**src/rtl/axi_pcie_rx_cw_mwr_parser.sv**
```systemverilog
// -----------------------------------------------------------------------------
// axi_pcie_rx_cw_mwr_parser
//
// Takes the completer-write AXI-Stream from the RX demux and turns each Memory
// Write TLP into two things:
//   * a registered header record (byte address, DW length, first/last BE, BAR)
//   * a payload stream realigned so the first payload DW sits in [63:32].
// Anything that is not a MWr, or is error-forwarded, is swallowed and reported
// on drop_pulse. A TLP whose tlast disagrees with its length field is reported
// on len_err_pulse.
//
// Handshake rule for every channel here (cw input, header record, payload
// output): a transfer happens on a rising clock edge where valid and ready are
// both high. A valid, once raised, holds its data steady until that transfer.
// A ready may depend on the other side's valid.
//
// Ports
//   com_iclk, com_sysrst_n          clock, asynchronous active-low reset
//   s_axis_cw_*                     TLP input, first DW of a beat in [63:32]
//                                   tuser[1] error-forward, tuser[8:2] BAR hit
//   hdr_valid/hdr_ready, hdr_*      header record channel
//   m_axis_wr_*                     payload output, one register stage
//   drop_pulse, len_err_pulse       one-cycle status pulses
//   dbg_state                       current parser state, for observation only
// -----------------------------------------------------------------------------
module axi_pcie_rx_cw_mwr_parser #(
  parameter int C_DATA_WIDTH = 64,
  parameter int TCQ          = 1
) (
  input  logic                      com_iclk,
  input  logic                      com_sysrst_n,
  input  logic [C_DATA_WIDTH-1:0]   s_axis_cw_tdata,
  input  logic                      s_axis_cw_tvalid,
  output logic                      s_axis_cw_tready,
  input  logic [C_DATA_WIDTH/8-1:0] s_axis_cw_tstrb,
  input  logic                      s_axis_cw_tlast,
  input  logic [21:0]               s_axis_cw_tuser,
  output logic                      hdr_valid,
  input  logic                      hdr_ready,
  output logic [63:0]               hdr_addr,
  output logic [10:0]               hdr_len,
  output logic [3:0]                hdr_first_be,
  output logic [3:0]                hdr_last_be,
  output logic [6:0]                hdr_bar,
  output logic [C_DATA_WIDTH-1:0]   m_axis_wr_tdata,
  output logic                      m_axis_wr_tvalid,
  input  logic                      m_axis_wr_tready,
  output logic [C_DATA_WIDTH/8-1:0] m_axis_wr_tstrb,
  output logic                      m_axis_wr_tlast,
  output logic                      drop_pulse,
  output logic                      len_err_pulse,
  output logic [2:0]                dbg_state
);

  typedef enum logic [2:0] {
    S_HDR0  = 3'd0,
    S_HDR1  = 3'd1,
    S_PAY   = 3'd2,
    S_FLUSH = 3'd3,
    S_DROP  = 3'd4
  } state_t;

  state_t      state_q, state_d;
  logic        running_q;       // low in the first cycle after reset release
  logic        is_4dw_q;
  logic        drop_done_q, drop_done_d;   // tlast already seen on a dropped beat 0
  logic        flush_drop_q, flush_drop_d; // after FLUSH, discard the rest of the TLP
  logic [10:0] dw_rem_q, dw_rem_d;         // input payload DWs still expected
  logic [31:0] dw_hold_q, dw_hold_d;       // 3DW: payload DW carried to the next beat

  logic        cw_ready, cw_fire, m_free;
  logic        cap0, cap1, hdr_set, pay_load, pay_last, len_err, drop;
  logic [63:0] pay_data;
  logic [7:0]  pay_strb;

  // Beat 0 decode: DW0 lives in [63:32].
  logic [1:0]  b0_fmt;
  logic [4:0]  b0_type;
  logic        b0_is_mwr;
  logic [10:0] b0_len;

  assign b0_fmt    = s_axis_cw_tdata[62:61];
  assign b0_type   = s_axis_cw_tdata[60:56];
  assign b0_is_mwr = b0_fmt[1] & (b0_type == 5'b00000);
  assign b0_len    = (s_axis_cw_tdata[41:32] == 10'd0) ? 11'd1024
                                                       : {1'b0, s_axis_cw_tdata[41:32]};

  logic unused_ok;
  assign unused_ok = &{1'b0, s_axis_cw_tstrb, s_axis_cw_tuser[21:9],
                       s_axis_cw_tuser[0], TCQ[0]};

  assign m_free    = !m_axis_wr_tvalid | m_axis_wr_tready;
  assign dbg_state = state_q;

  always_comb begin
    cw_ready = 1'b0;
    case (state_q)
      S_HDR0:  cw_ready = !hdr_valid | hdr_ready;
      S_HDR1:  cw_ready = 1'b1;
      S_PAY:   cw_ready = m_free;
      S_FLUSH: cw_ready = 1'b0;
      S_DROP:  cw_ready = !drop_done_q;
      default: cw_ready = 1'b0;
    endcase
  end

  assign s_axis_cw_tready = cw_ready & running_q;
  assign cw_fire          = s_axis_cw_tvalid & s_axis_cw_tready;

  always_comb begin
    state_d      = state_q;
    drop_done_d  = drop_done_q;
    flush_drop_d = flush_drop_q;
    dw_rem_d     = dw_rem_q;
    dw_hold_d    = dw_hold_q;
    cap0         = 1'b0;
    cap1         = 1'b0;
    hdr_set      = 1'b0;
    pay_load     = 1'b0;
    pay_data     = 64'h0;
    pay_strb     = 8'hFF;
    pay_last     = 1'b0;
    len_err      = 1'b0;
    drop         = 1'b0;

    case (state_q)
      S_HDR0: begin
        if (cw_fire) begin
          cap0 = 1'b1;
          if (!b0_is_mwr || s_axis_cw_tuser[1]) begin
            drop        = 1'b1;
            state_d     = S_DROP;
            drop_done_d = s_axis_cw_tlast;
          end else if (s_axis_cw_tlast) begin
            len_err = 1'b1;              // MWr with no address beat at all
          end else begin
            state_d = S_HDR1;
          end
        end
      end

      S_HDR1: begin
        if (cw_fire) begin
          cap1 = 1'b1;
          if (is_4dw_q) begin
            dw_rem_d = hdr_len;
            if (s_axis_cw_tlast) begin
              len_err = 1'b1;            // header only; no record is issued
              state_d = S_HDR0;
            end else begin
              hdr_set = 1'b1;
              state_d = S_PAY;
            end
          end else begin
            dw_rem_d  = hdr_len - 11'd1;
            dw_hold_d = s_axis_cw_tdata[31:0];
            hdr_set   = 1'b1;
            if (hdr_len == 11'd1) begin
              state_d      = S_FLUSH;
              flush_drop_d = !s_axis_cw_tlast;
              len_err      = !s_axis_cw_tlast;
            end else if (s_axis_cw_tlast) begin
              state_d      = S_FLUSH;
              flush_drop_d = 1'b0;
              len_err      = 1'b1;
            end else begin
              state_d = S_PAY;
            end
          end
        end
      end

      S_PAY: begin
        if (cw_fire) begin
          pay_load = 1'b1;
          dw_rem_d = dw_rem_q - 11'd2;
          if (is_4dw_q) begin
            pay_data = s_axis_cw_tdata;
            pay_strb = (dw_rem_q == 11'd1) ? 8'hF0 : 8'hFF;
            pay_last = (dw_rem_q <= 11'd2) | s_axis_cw_tlast;
            if (dw_rem_q <= 11'd2) begin
              state_d     = s_axis_cw_tlast ? S_HDR0 : S_DROP;
              len_err     = !s_axis_cw_tlast;
              drop_done_d = 1'b0;
            end else if (s_axis_cw_tlast) begin
              len_err = 1'b1;
              state_d = S_HDR0;
            end
          end else begin
            // 3DW: the held DW leads, the upper input DW completes the beat.
            pay_data  = {dw_hold_q, s_axis_cw_tdata[63:32]};
            dw_hold_d = s_axis_cw_tdata[31:0];
            if (dw_rem_q == 11'd1) begin
              pay_last    = 1'b1;
              state_d     = s_axis_cw_tlast ? S_HDR0 : S_DROP;
              len_err     = !s_axis_cw_tlast;
              drop_done_d = 1'b0;
            end else if (dw_rem_q == 11'd2) begin
              state_d      = S_FLUSH;
              flush_drop_d = !s_axis_cw_tlast;
              len_err      = !s_axis_cw_tlast;
            end else if (s_axis_cw_tlast) begin
              pay_last = 1'b1;
              len_err  = 1'b1;
              state_d  = S_HDR0;
            end
          end
        end
      end

      S_FLUSH: begin
        if (m_free) begin
          pay_load    = 1'b1;
          pay_data    = {dw_hold_q, 32'h0};
          pay_strb    = 8'hF0;
          pay_last    = 1'b1;
          drop_done_d = 1'b0;
          state_d     = flush_drop_q ? S_DROP : S_HDR0;
        end
      end

      S_DROP: begin
        if (drop_done_q) begin
          drop_done_d = 1'b0;
          state_d     = S_HDR0;
        end else if (cw_fire && s_axis_cw_tlast) begin
          state_d = S_HDR0;
        end
      end

      default: state_d = S_HDR0;
    endcase
  end

  always_ff @(posedge com_iclk or negedge com_sysrst_n) begin
    if (!com_sysrst_n) begin
      state_q      <= S_HDR0;
      running_q    <= 1'b0;
      is_4dw_q     <= 1'b0;
      drop_done_q  <= 1'b0;
      flush_drop_q <= 1'b0;
      dw_rem_q     <= 11'd0;
      dw_hold_q    <= 32'h0;
    end else begin
      state_q      <= state_d;
      running_q    <= 1'b1;
      drop_done_q  <= drop_done_d;
      flush_drop_q <= flush_drop_d;
      dw_rem_q     <= dw_rem_d;
      dw_hold_q    <= dw_hold_d;
      if (cap0) is_4dw_q <= b0_fmt[0];
    end
  end

  // Header record. Fields from beat 0 may be overwritten only once the
  // previous record has been taken, which the HDR0 ready term guarantees.
  always_ff @(posedge com_iclk or negedge com_sysrst_n) begin
    if (!com_sysrst_n) begin
      hdr_valid    <= 1'b0;
      hdr_addr     <= 64'h0;
      hdr_len      <= 11'd0;
      hdr_first_be <= 4'h0;
      hdr_last_be  <= 4'h0;
      hdr_bar      <= 7'h0;
    end else begin
      if (hdr_set)        hdr_valid <= 1'b1;
      else if (hdr_ready) hdr_valid <= 1'b0;
      if (cap0) begin
        hdr_len      <= b0_len;
        hdr_first_be <= s_axis_cw_tdata[3:0];
        hdr_last_be  <= s_axis_cw_tdata[7:4];
        hdr_bar      <= s_axis_cw_tuser[8:2];
      end
      if (cap1) begin
        if (is_4dw_q) hdr_addr <= {s_axis_cw_tdata[63:32], s_axis_cw_tdata[31:2], 2'b00};
        else          hdr_addr <= {32'h0, s_axis_cw_tdata[63:34], 2'b00};
      end
    end
  end

  always_ff @(posedge com_iclk or negedge com_sysrst_n) begin
    if (!com_sysrst_n) begin
      m_axis_wr_tvalid <= 1'b0;
      m_axis_wr_tdata  <= '0;
      m_axis_wr_tstrb  <= '0;
      m_axis_wr_tlast  <= 1'b0;
      drop_pulse       <= 1'b0;
      len_err_pulse    <= 1'b0;
    end else begin
      if (pay_load) begin
        m_axis_wr_tvalid <= 1'b1;
        m_axis_wr_tdata  <= pay_data;
        m_axis_wr_tstrb  <= pay_strb;
        m_axis_wr_tlast  <= pay_last;
      end else if (m_axis_wr_tready) begin
        m_axis_wr_tvalid <= 1'b0;
      end
      drop_pulse    <= drop;
      len_err_pulse <= len_err;
    end
  end

endmodule

```
**config.mk**
```make
export PLATFORM = sky130hd
export DESIGN_NAME = axi_pcie_rx_cw_mwr_parser
export DESIGN_NICKNAME = d
export VERILOG_FILES = /design/src/rtl/axi_pcie_rx_cw_mwr_parser.sv
export SDC_FILE = /design/constraint.sdc
export NUM_CORES = 1
export LEC_CHECK = 0
export BUFFER_PORTS_ARGS = -buffer_cell sky130_fd_sc_hd__buf_2
export CAP_MARGIN = 20
export CORE_AREA = 2 2 149 151
export DETAILED_ROUTE_END_ITERATION = 8
export DIE_AREA = 0 0 151 153
export GPL_TIMING_DRIVEN = 0
export PLACE_DENSITY = 0.74
export SLEW_MARGIN = 20
export SYNTH_ARGS = -nofsm -noshare
export SYNTH_HDL_FRONTEND = slang
export SYNTH_SLANG_ARGS = --single-unit
export TNS_END_PERCENT = 10
```
**constraint.sdc**
```tcl
create_clock -name com_iclk -period 3.8 [get_ports com_iclk]
set_input_delay 0.38 -clock com_iclk [delete_from_list [all_inputs] [get_ports com_iclk]]
set_output_delay 0.38 -clock com_iclk [all_outputs]
set_load 0.03 [all_outputs]
```
Word level (Yosys, flattened, before mapping):

Cells that the tools add are included.

* register bits after elaboration: 217
* output and inout bits: 171

* $add $sub $neg: 2
* order comparisons: 1
* eq/ne operators: 21
* mux-type cells: 86
* bitwise gates (word level): 7
* reductions and logical operators: 20

Operators with widths (number)
* two-way mux 64 bit: 4
* one-hot mux 64 bit (2 select lines): 1
* two-way mux 3 bit: 16
* two-way mux 1 bit: 47
* two-way mux 11 bit: 4
* == test 11 x 1 -> 1 bit, second input constant: 2
* one-hot mux 11 bit (2 select lines): 1
* != test 2 bit, second input constant: 9
* two-way mux 4 bit: 4
* != test 3 bit, second input constant: 5
* one-hot mux 3 bit (5 select lines): 1
* == test 11 x 2 -> 1 bit, second input constant: 1
* less-or-equal comparator 11 x 2 -> 1 bit, second input constant: 1
* subtractor 11 x 1 -> 11 bit, second input constant: 1
* subtractor 11 x 2 -> 11 bit, second input constant: 1
* logical NOT 10 bit: 1
* one-hot mux 1 bit (4 select lines): 2
* one-hot mux 4 bit (2 select lines): 1
* AND reduction 8 bit: 1
* AND reduction 7 bit: 1
* == test 3 x 2 -> 1 bit, second input constant: 2
* one-hot mux 1 bit (2 select lines): 3
* AND reduction 3 bit: 2
* AND reduction 6 bit: 1
* other kinds (15): 25

Depth between registers and ports, before layout:

Gate-level depths: netlist of run 1.

* depth after elaboration: 9
* gate-level depth with buffers: 10
* mapped depth without buffers: 9

Least setup slack after synthesis of run 1:

No wires, ideal clock.

* path type: register -> register
* start: reg hdr_len[6]
* end: reg flush_drop_q
* arrival time: 2.472 ns
* data required time: 3.672 ns
* slack: 1.201 ns
* stages on the path, launching flop included: 10
* path buffers: 0
* cell sequence: dfrtp_1 or4_1 nor3_1 nand4_1 ha_1 inv_1 a32oi_1 a211o_1 a21oi_1 mux2_1

* cells in the longest elaborated chain, start to end: 5

Ends and longest elaborated chain
* from (decl): RTL line 41 `output logic [10:0] hdr_len,`
* from (signal assigned): RTL line 269 `hdr_len <= b0_len;`
* == test 11 x 1 -> 1 bit *: RTL line 158 `if (hdr_len == 11'd1) begin`
* two-way mux 1 bit: RTL line 158
* two-way mux 1 bit: RTL line 145 `if (is_4dw_q) begin`
* two-way mux 1 bit: RTL line 143 `if (cw_fire) begin`
* one-hot mux 1 bit (2 select lines): RTL line 126 `case (state_q)`
* to (signal assigned): RTL line 248 `flush_drop_q <= flush_drop_d;`
* to (decl): RTL line 67 `logic flush_drop_q, flush_drop_d;`

Every way passes the cells marked *; elsewhere a longest branch is shown, timed or not. The select of a mux whose other input is x is not followed.
A chain may end at the register's enable or synchronous reset.

Worst setup path in the final report of run 1:

Same ends and word-level chain as after synthesis.

==> results.ini, run 1 <==
[logic_synthesis]
ys.flop_type = dfrtp_1
synth.distinct_cells = 63
ys_ff_latch = 209
seq_area_frac_synth_pct = 55.0
synthArstFlopShare_pct = 100
ys.warnings.count = 0
avgSynthCellArea_sq_um = 11.1
synthCells = 859
synth-edff-count = 0
syn_area_sq_mm = 0.00951

[drt]
post_drt_wl_per_cell_microns = 20.0
drt_pass1_iterations = 5
drc = 0
first_iter_violations = 533
vias = 7889
drt_wl_total_microns = 28600
drtAntennaViolNets = 0
vias_per_cell = 5.51

[die]
core_sq_mm = 0.0215
initial_core_util_pct = 44.3
num_io_pins = 271
rows = 54
die_width_microns = 151
die_y_microns = 153
dieArea_sq_mm = 0.0231

[timing]
max_slew.worst_pin.slew_ns = 0.892
slew_headroom_pct = 40.5
final-hold-violation-count = 0
setup_violations = 0
layout_min_cycle_time_ns = 2.84
grt_setup_unrepaired = no
setup_tns_ns = 0
fmax_mhz = 353
fin_crit_sh_pct = 74.6
finalMaxSlewViolations = 0
finClkSkew_ns = 0.0176

[final_layout]
drive_gt1_share_pct = 34.8
fin_cells = 1432
syn2layout_area_growth_pct = 25.9
design_area_sq_mm = 0.0120
final_util_pct = 55.7
fin_nets = 1241

[outcome]
outcome = complete, no violations

[cts]
clock-root-buffer = clkbuf_16
cts_buffers = 23
cts.sinks = 209
clock_latency_ns = 0.51
cts_tree = yes
h-tree-depth = 1
ctsResizeCount = 0
clockBufferDepth = 3
cts.clk_slew.worst_paths_ns = 0.06

[worst_hold_path]
worst_hold_path.endpoint = hdr_bar[6]
hold_class = input port to flop
worstHoldPathCells = 2
hp-start = s_axis_cw_tuser[8]

[global_route]
grt_util_all_layers_pct = 25.0
grt_pass1_vias = 8137
grt_max_degree = 98
grt_pass1_wl_microns = 45400
antenna_found_initial = 1
grt_overflow = 0

[worst_setup_path]
reg2reg_from = hdr_len[6]
critPathLaunchType = flop
rrSetupSlack_ns = 0.96
worstPathArrival_ns = 3.23
setup.worst_path.class = flop to flop
r2r_end = flush_drop_q
endpoint_kind = flop
path_max_fanout = 6
crit_required_ns = 4.19
reg2reg_depth = 9

[power_and_ir_drop]
power_frac_comb_pct = 29.7
power_w = 0.00718
p_sw_w = 0.00248
clockPowerShare_pct = 32.6
leakage_nw = 6.22
power_frac_seq_pct = 37.8
p_sw_share_pct = 34.6
intPower_w = 0.00470
p_per_area_mw_per_mm2 = 600
ir_worst_vdd_v = 0.000305

[placed_design]
dp.cells = 1388
port_buffers = 246
placedInstanceArea_sq_mm = 0.0112
hpwl_microns = 20700
place_congestion = 0.895

[run]
cap_viol_max_count = 0

[repair_timing]
item	CTS	global route
hold buffers	1	0
endpoints found under the hold margin	19	0
setup buffers	0	0
[power by group through the flow]
stage	Clock [W]	Sequential (W)	Combinational, W
6_report	0.00234	0.00271	0.00213
2_1_floorplan	0	0.00314	0.00104
4_1_cts	0.00236	0.00271	0.00213
3_5_place_dp	0	0.00275	0.00213
5_1_grt	0.00246	0.00275	0.00229
3_3_place_gp	0	0.00274	0.00209
[registers in the layout (all words and copies together) (netlist names), 2 cells and up]
register         flops
hdr_addr            62
m_axis_wr_tstrb      2
hdr_len             11
dw_hold_q           32
hdr_bar              7
dbg_state            3
hdr_first_be         4
m_axis_wr_tdata     64
hdr_last_be          4
dw_rem_q            11
[how the worst max path moves through the flow]
stage,start,endpoint,cells after the start
final,hdr_len[6],flush_drop_q,9
after global routing,hdr_len[6],len_err_pulse,9
after CTS,hdr_len[6],flush_drop_q,9
after detailed placement,hdr_len[6],flush_drop_q,9
after global placement,com_sysrst_n,m_axis_wr_tdata[26],1
after floorplan,hdr_len[6],flush_drop_q,9
[worst max-delay path, cell delays in order, from the launching register on]
cell	delay (ns)
dfrtp_1	0.45
or4_1	0.55
nor3_1	0.32
nand4_1	0.23
ha_1	0.24
inv_1	0.05
a32oi_1	0.05
a211o_1	0.30
a21oi_1	0.19
mux2_1	0.34
[cell families after synthesis]
group / synth area share (%)
xor+xnor: 0.829
buf+inv: 4.17
other cells: 0.0790
simple gates: 13.5
fa+ha+maj: 0.921
flops: 55.0
mux: 11.7
compound gates: 13.8
[routing by layer]
layer	vias up	GRT usage, %	share of wire (%)
li1	3591	-	-
met1	3920	33.3	42
met2	322	41.1	48
met3	56	5.04	7.4
met4	0	7.88	2.9
met5	-	0	0
[final cells by class]
| cell class | instances | area, sq um |
|---|---|---|
| diodes | 2 | 5.00 |
| repair buffers | 249 | 1310 |
| inverters | 11 | 41.3 |
| fillers | 1944 | 9520 |
| well taps | 280 | 350 |
| flip-flops and latches | 209 | 5230 |
| clock buffers | 30 | 662 |
| plain buffers | 68 | 355 |
| clock inverters | 11 | 133 |
| multi-input cells | 572 | 3890 |
[through the flow]
stage                     hold WS, ns  worst slack [ns]
after floorplan                0.0844              1.20
after global placement          0.457             -1.24
after detailed placement        0.227             0.980
after CTS                      0.0922             0.973
after global routing           0.0998             0.729
final                          0.0964             0.964
[cell usage in the layout, fill, tap and decap left out, drive strengths merged, types with 32 or more instances in the layout]
| cell type | count |
|---|---|
| dfrtp | 209 |
| o21ai | 108 |
| nand2 | 112 |
| nand3 | 42 |
| clkbuf | 59 |
| mux2 | 60 |
| mux2i | 32 |
| a221o | 32 |
| nor2b | 34 |
| buf | 287 |
[synth_stat cells, types with 23 or more instances]
cell,number,area [sq um]
a221o_1,32,320
mux2_4,30,450
clkbuf_1,29,109
nor2b_1,34,213
nor2_1,28,105
nand3_1,41,205
buf_2,23,115
dfrtp_1,209,5230
mux2i_1,32,320
o21ai_0,106,531
nand2_1,112,420
mux2_2,29,327
Note: power is estimated with default switching activity, not from simulation.
==> inputs of run 2 (changes only) <==
==> constraint.sdc (replaced) <==
create_clock -name com_iclk -period 2.65 [get_ports com_iclk]
set_input_delay 0.265 -clock com_iclk [delete_from_list [all_inputs] [get_ports com_iclk]]
set_output_delay 0.265 -clock com_iclk [all_outputs]
set_load 0.03 [all_outputs]
==> run 2 against run 1 <==
  * Global-route usage increased by 0.22 points
  * Routed wire length increased by 0.81%
  * Register-to-register slack got worse by 0.82 ns
  * Sequential cell count unchanged
  * First-iteration DRC count decreased by 1.7%
  * Largest cell class unchanged
==> results.ini, run 2 (synthesis gave the netlist of run 1 again) <==
[outcome]
outcome = complete, no violations

[global_route]
grt_overflow = 0
grt.busiest_layer = met2
grt_pass1_wl_microns = 45800
grt_use_met3_pct = 5.16
grt_pass1_vias = 8197
grt_util_all_layers_pct = 25.2
antenna_found_initial = 1
grt_max_degree = 98
use_met2_pct = 41.3
met1_usage_pct = 33.5

[final_layout]
final_util_pct = 56.7
syn2layout_area_growth_pct = 28.0
largest_register_ffs = 64
num-fill-cells = 1915
final_common_cell = buf_2
design_area_sq_mm = 0.0122
largest_register = m_axis_wr_tdata
mostFrequentLayoutCells = buf_2, dfrtp_1, nand2_1, o21ai_0, nand3_1
fin_nets = 1259
fin_cells = 1449
drive_gt1_share_pct = 35.9
top_regs = m_axis_wr_tdata x64, hdr_addr x62, dw_hold_q x32

[timing]
fmax_mhz = 399
finalMaxSlewViolations = 0
setup_tns_ns = 0
fin_crit_sh_pct = 94.5
layout_min_cycle_time_ns = 2.50
slew_headroom_pct = 40.9
final-hold-violation-count = 0
max_slew.worst_pin.slew_ns = 0.886
setup_violations = 0
grt_setup_unrepaired = yes
finClkSkew_ns = 0.0197

[worst_setup_path]
reg2reg_depth = 9
crit_slowest_cell = or4_4
worstSetupPathDepth = 9
max_stage_delay_ns = 0.54
path_delay_family = simple AND/OR/NAND/NOR gates
path_max_fanout = 3
setup.worst_path.class = flop to flop
cp.buffers_inverters = 1
critPathLaunchType = flop
worstPathArrival_ns = 2.89
crit_required_ns = 3.04
endpoint_kind = flop
crit_chain = or4_4, nor3_4, nand4_1, ha_1, inv_1, a32oi_1, a211o_1, a21oi_2, mux2_1

[cts]
cts.clk_slew.worst_paths_ns = 0.06
clockBufferDepth = 3
cts_buffers = 23
cts_tree = yes
h-tree-depth = 1
clock_latency_ns = 0.51
cts.sinks = 209
clock-root-buffer = clkbuf_16

[die]
core_sq_mm = 0.0215
num_io_pins = 271
die_width_microns = 151
dieArea_sq_mm = 0.0231
rows = 54
die_y_microns = 153
initial_core_util_pct = 44.3

[drt]
drtAntennaViolNets = 0
vias = 7971
first_iter_violations = 524
vias_per_cell = 5.50
drc = 0
drt_pass1_iterations = 5
drt_wl_total_microns = 28900
post_drt_wl_per_cell_microns = 19.9

[power_and_ir_drop]
p_per_area_mw_per_mm2 = 854
ir_worst_vdd_v = 0.000444
leakage_nw = 6.32

[placed_design]
placedInstanceArea_sq_mm = 0.0112
dp.cells = 1388
port_buffers = 246
place_congestion = 0.895
hpwl_microns = 20700

[worst_hold_path]
worstHoldPathCells = 2
hold_class = input port to flop

[run]
cap_viol_max_count = 0

-- run 2: changes by cell type in the layout (fill, tap and decap cells not counted), moves of 2 or more --
cell / previous run / this run
dfrtp_2: 0 / 2
a21oi_1: 18 / 15
nor3_1: 7 / 5
dfrtp_1: 209 / 207
buf_4: 9 / 17
clkbuf_2: 0 / 2
a21oi_2: 0 / 3
dlygate4sd3_1: 1 / 11
nor3_4: 1 / 3
-- run 2: final timing paths --
check | to | from | slack [ns]
setup / recovery | flush_drop_q | hdr_len[5] | 0.15
hold / removal | dw_hold_q[8] | s_axis_cw_tdata[8] | 0.01
setup reg to reg | flush_drop_q | hdr_len[5] | 0.15
hold reg to reg | hdr_addr[61] | hdr_addr[61] | 0.47
max in group asynchronous | dw_hold_q[24] | com_sysrst_n | 1.70
min in group asynchronous | m_axis_wr_tdata[41] | com_sysrst_n | 0.18
-- run 2: metal layers --
metal	routed length (microns)	vias to the layer above	share of wire, %
li1	-	3621	-
met1	12100	3994	42
met2	13900	302	48
met3	2000	54	6.9
met4	869	0	3.0
met5	0	-	0
-- run 2: power by group --
| group | internal (W) | switching [W] | total (W) |
|---|---|---|---|
| clock | 0.00204 | 0.00131 | 0.00335 |
| combinational | 0.00118 | 0.00198 | 0.00316 |
| sequential | 0.00358 | 0.000309 | 0.00389 |
-- run 2: metrics by stage --
step | worst slack (ns) | hold slack (ns) | power, W
after floorplan | 0.0507 | -0.0306 | 0.00599
final | 0.146 | 0.0111 | 0.0104
after global placement | -2.27 | 0.457 | 0.00692
after global routing | -0.0325 | 0.00843 | 0.0109
after CTS | 0.0259 | 0.000403 | 0.0104
after detailed placement | -0.170 | 0.112 | 0.00700
-- run 2: layout make-up --
type                       instances  area, sq um  share of cell area [%]
sequential                       209         5230                    43.0
multi-input combinational        572         3930                    32.3
timing repair buffer             267         1470                    12.0
clock buffer                      30          662                    5.44
buffer                            68          358                    2.94
tap                              280          350                    2.88
clock inverter                    11          133                    1.09
inverter                          11         41.3                   0.339
antenna                            1         2.50                  0.0206
-- run 2: timing repair --
action | 4_1_cts | 5_1_grt
setup buffers | 3 | 5
setup endpoints to repair | 4 | 37
gates cloned | 0 | 0
pin swaps | 2 | 6
resized for setup | 5 | 10
hold buffers | 10 | 1
endpoints found under the hold margin | 218 | 1
==> inputs of run 3 (changes only) <==
--- a/config.mk
+++ b/config.mk
@@ -7,9 +7,9 @@
 export LEC_CHECK = 0
 export BUFFER_PORTS_ARGS = -buffer_cell sky130_fd_sc_hd__buf_2
 export CAP_MARGIN = 20
-export CORE_AREA = 2 2 149 151
+export CORE_AREA = 2 2 136 165
 export DETAILED_ROUTE_END_ITERATION = 8
-export DIE_AREA = 0 0 151 153
+export DIE_AREA = 0 0 138 167
 export GPL_TIMING_DRIVEN = 0
 export PLACE_DENSITY = 0.74
 export SLEW_MARGIN = 20
==> run 3 against run 2 <==
  * Final cell count is 0.83% lower
  * Non-clock buffer count stayed put
  * Sequential share of layout area is 0.40 points higher
  * Worst setup slack worse by 0.026 ns
  * Routed wire length is 2.9% higher
  * Register-to-register slack worse by 0.03 ns
  * First-iteration DRC count is 1.3% lower
  * Critical path depth stayed put
  * Via count is 0.20% lower
  * Clock skew is 0.0062 ns lower
  * Utilization is 0.34 points lower
  * Highest routed layer unchanged
==> results.ini, run 3 (synthesis gave the netlist of run 1 again) <==
[die]
die_width_microns = 138
core_sq_mm = 0.0214
num_io_pins = 271
rows = 59
die_y_microns = 167
dieArea_sq_mm = 0.0230
initial_core_util_pct = 44.4

[global_route]
grt_pass1_vias = 8096
met1_usage_pct = 32.3
grt_overflow = 0
grt_pass1_wl_microns = 46500
grt_max_degree = 97
grt_util_all_layers_pct = 25.4
grt.busiest_layer = met2
antenna_found_initial = 1
use_met2_pct = 43.2
grt_use_met3_pct = 3.68

[timing]
holdWs_ns = 0.0158
fin_crit_sh_pct = 95.5
setup_violations = 0
finalMaxSlewViolations = 0
layout_min_cycle_time_ns = 2.53
finClkSkew_ns = 0.0135
slew_headroom_pct = 38.3
final-hold-violation-count = 0
max_slew.worst_pin.slew_ns = 0.925
fmax_mhz = 395

[drt]
first_iter_violations = 517
drc = 0
vias = 7955
drtAntennaViolNets = 0
vias_per_cell = 5.54
drt_pass1_iterations = 5
drt_wl_total_microns = 29700
post_drt_wl_per_cell_microns = 20.7

[cts]
cts.sinks = 209
h-tree-depth = 1
clock_latency_ns = 0.50
cts.clk_slew.worst_paths_ns = 0.06
clockBufferDepth = 3
cts_buffers = 21
clock-root-buffer = clkbuf_16
cts_tree = yes

[final_layout]
final_util_pct = 56.3
num-fill-cells = 1904
final_common_cell = buf_2
largest_register = m_axis_wr_tdata
largest_register_ffs = 64
fin_nets = 1257
syn2layout_area_growth_pct = 26.8
top_regs = m_axis_wr_tdata x64, hdr_addr x62, dw_hold_q x32
design_area_sq_mm = 0.0121
mostFrequentLayoutCells = buf_2, dfrtp_1, nand2_1, o21ai_0, nand3_1
drive_gt1_share_pct = 34.8

[placed_design]
hpwl_microns = 21300
port_buffers = 246
placedInstanceArea_sq_mm = 0.0112
place_congestion = 0.934

[worst_hold_path]
hold_class = input port to flop
hp-start = s_axis_cw_tdata[31]
worst_hold_path.endpoint = dw_hold_q[31]
worstHoldPathCells = 2

[worst_setup_path]
path_max_fanout = 6
reg2reg_from = hdr_len[6]
crit_required_ns = 3.04
reg2reg_depth = 9
worstPathArrival_ns = 2.92
rrSetupSlack_ns = 0.12
endpoint_kind = flop
critPathLaunchType = flop
setup.worst_path.class = flop to flop
r2r_end = flush_drop_q

[power_and_ir_drop]
p_per_area_mw_per_mm2 = 838
power_w = 0.0101
leakage_nw = 6.25
ir_worst_vdd_v = 0.000493

[outcome]
outcome = complete, no violations

[run]
cap_viol_max_count = 0

run 3: changes by cell type in the layout (fill, tap and decap cells not counted), moves of 2 or more:
cell / previous run / this run
a21oi_1: 15 / 17
clkinv_2: 7 / 2
clkbuf_8: 6 / 3
clkbuf_16: 23 / 21
a21oi_2: 3 / 1
clkbuf_1: 29 / 33
run 3: layout make-up:
cell class	instances	area, sq um	area share, %
multi-input cells	572	3920	32.5
clock buffers	28	582	4.83
inverters	11	41.3	0.342
well taps	274	343	2.84
plain buffers	68	357	2.96
clock inverters	7	116	0.965
flip-flops and latches	209	5230	43.4
repair buffers	267	1470	12.2
diodes	1	2.50	0.0208
run 3: power by group:
part	switching [W]	leakage, nW	internal (W)
clock network	0.00124	0.340	0.00183
registers	0.000330	2.85	0.00357
logic	0.00197	3.06	0.00115
total	0.00354	6.25	0.00656
run 3: critical path, cell delays in order (launching register included):
cell     delay (ns)
dfrtp_2        0.46
or4_4          0.56
nor3_4         0.14
nand4_1        0.16
ha_1           0.21
inv_1          0.05
a32oi_1        0.05
a211o_1        0.32
a21oi_2        0.14
mux2_1         0.33
run 3: routing by layer:
metal,wire length (microns),vias to the layer above
li1,-,3613
met1,11900,3934
met2,14900,332
met3,1690,76
met4,1180,0
met5,0,-
run 3: worst max-delay path by stage:
stage,startpoint,endpoint,slack (ns),cells after the start
2_1_floorplan,hdr_len[6],flush_drop_q,0.05,9
3_3_place_gp,com_sysrst_n,m_axis_wr_tstrb[3],-2.29,1
3_5_place_dp,hdr_len[7],flush_drop_q,-0.13,9
4_1_cts,hdr_len[6],flush_drop_q,0.001,9
5_1_grt,hdr_len[6],flush_drop_q,-0.005,9
6_report,hdr_len[6],flush_drop_q,0.12,9
run 3: repair_timing:
item,in CTS,in global routing
pin swaps,2,2
hold endpoints to repair,38,0
setup buffers,7,0
setup endpoints to repair,2,65
hold buffers,12,0
resized for setup,3,5
run 3: through the flow:
stage / TNS [ns] / setup WS, ns / instances
final: 0 / 0.120 / 1437
after global routing: -0.00527 / -0.00527 / 1437
after CTS: 0 / 0.000957 / 1436
after detailed placement: -0.141 / -0.128 / 1382
after global placement: -473.28 / -2.29 / 1380
after floorplan: 0 / 0.0507 / 860
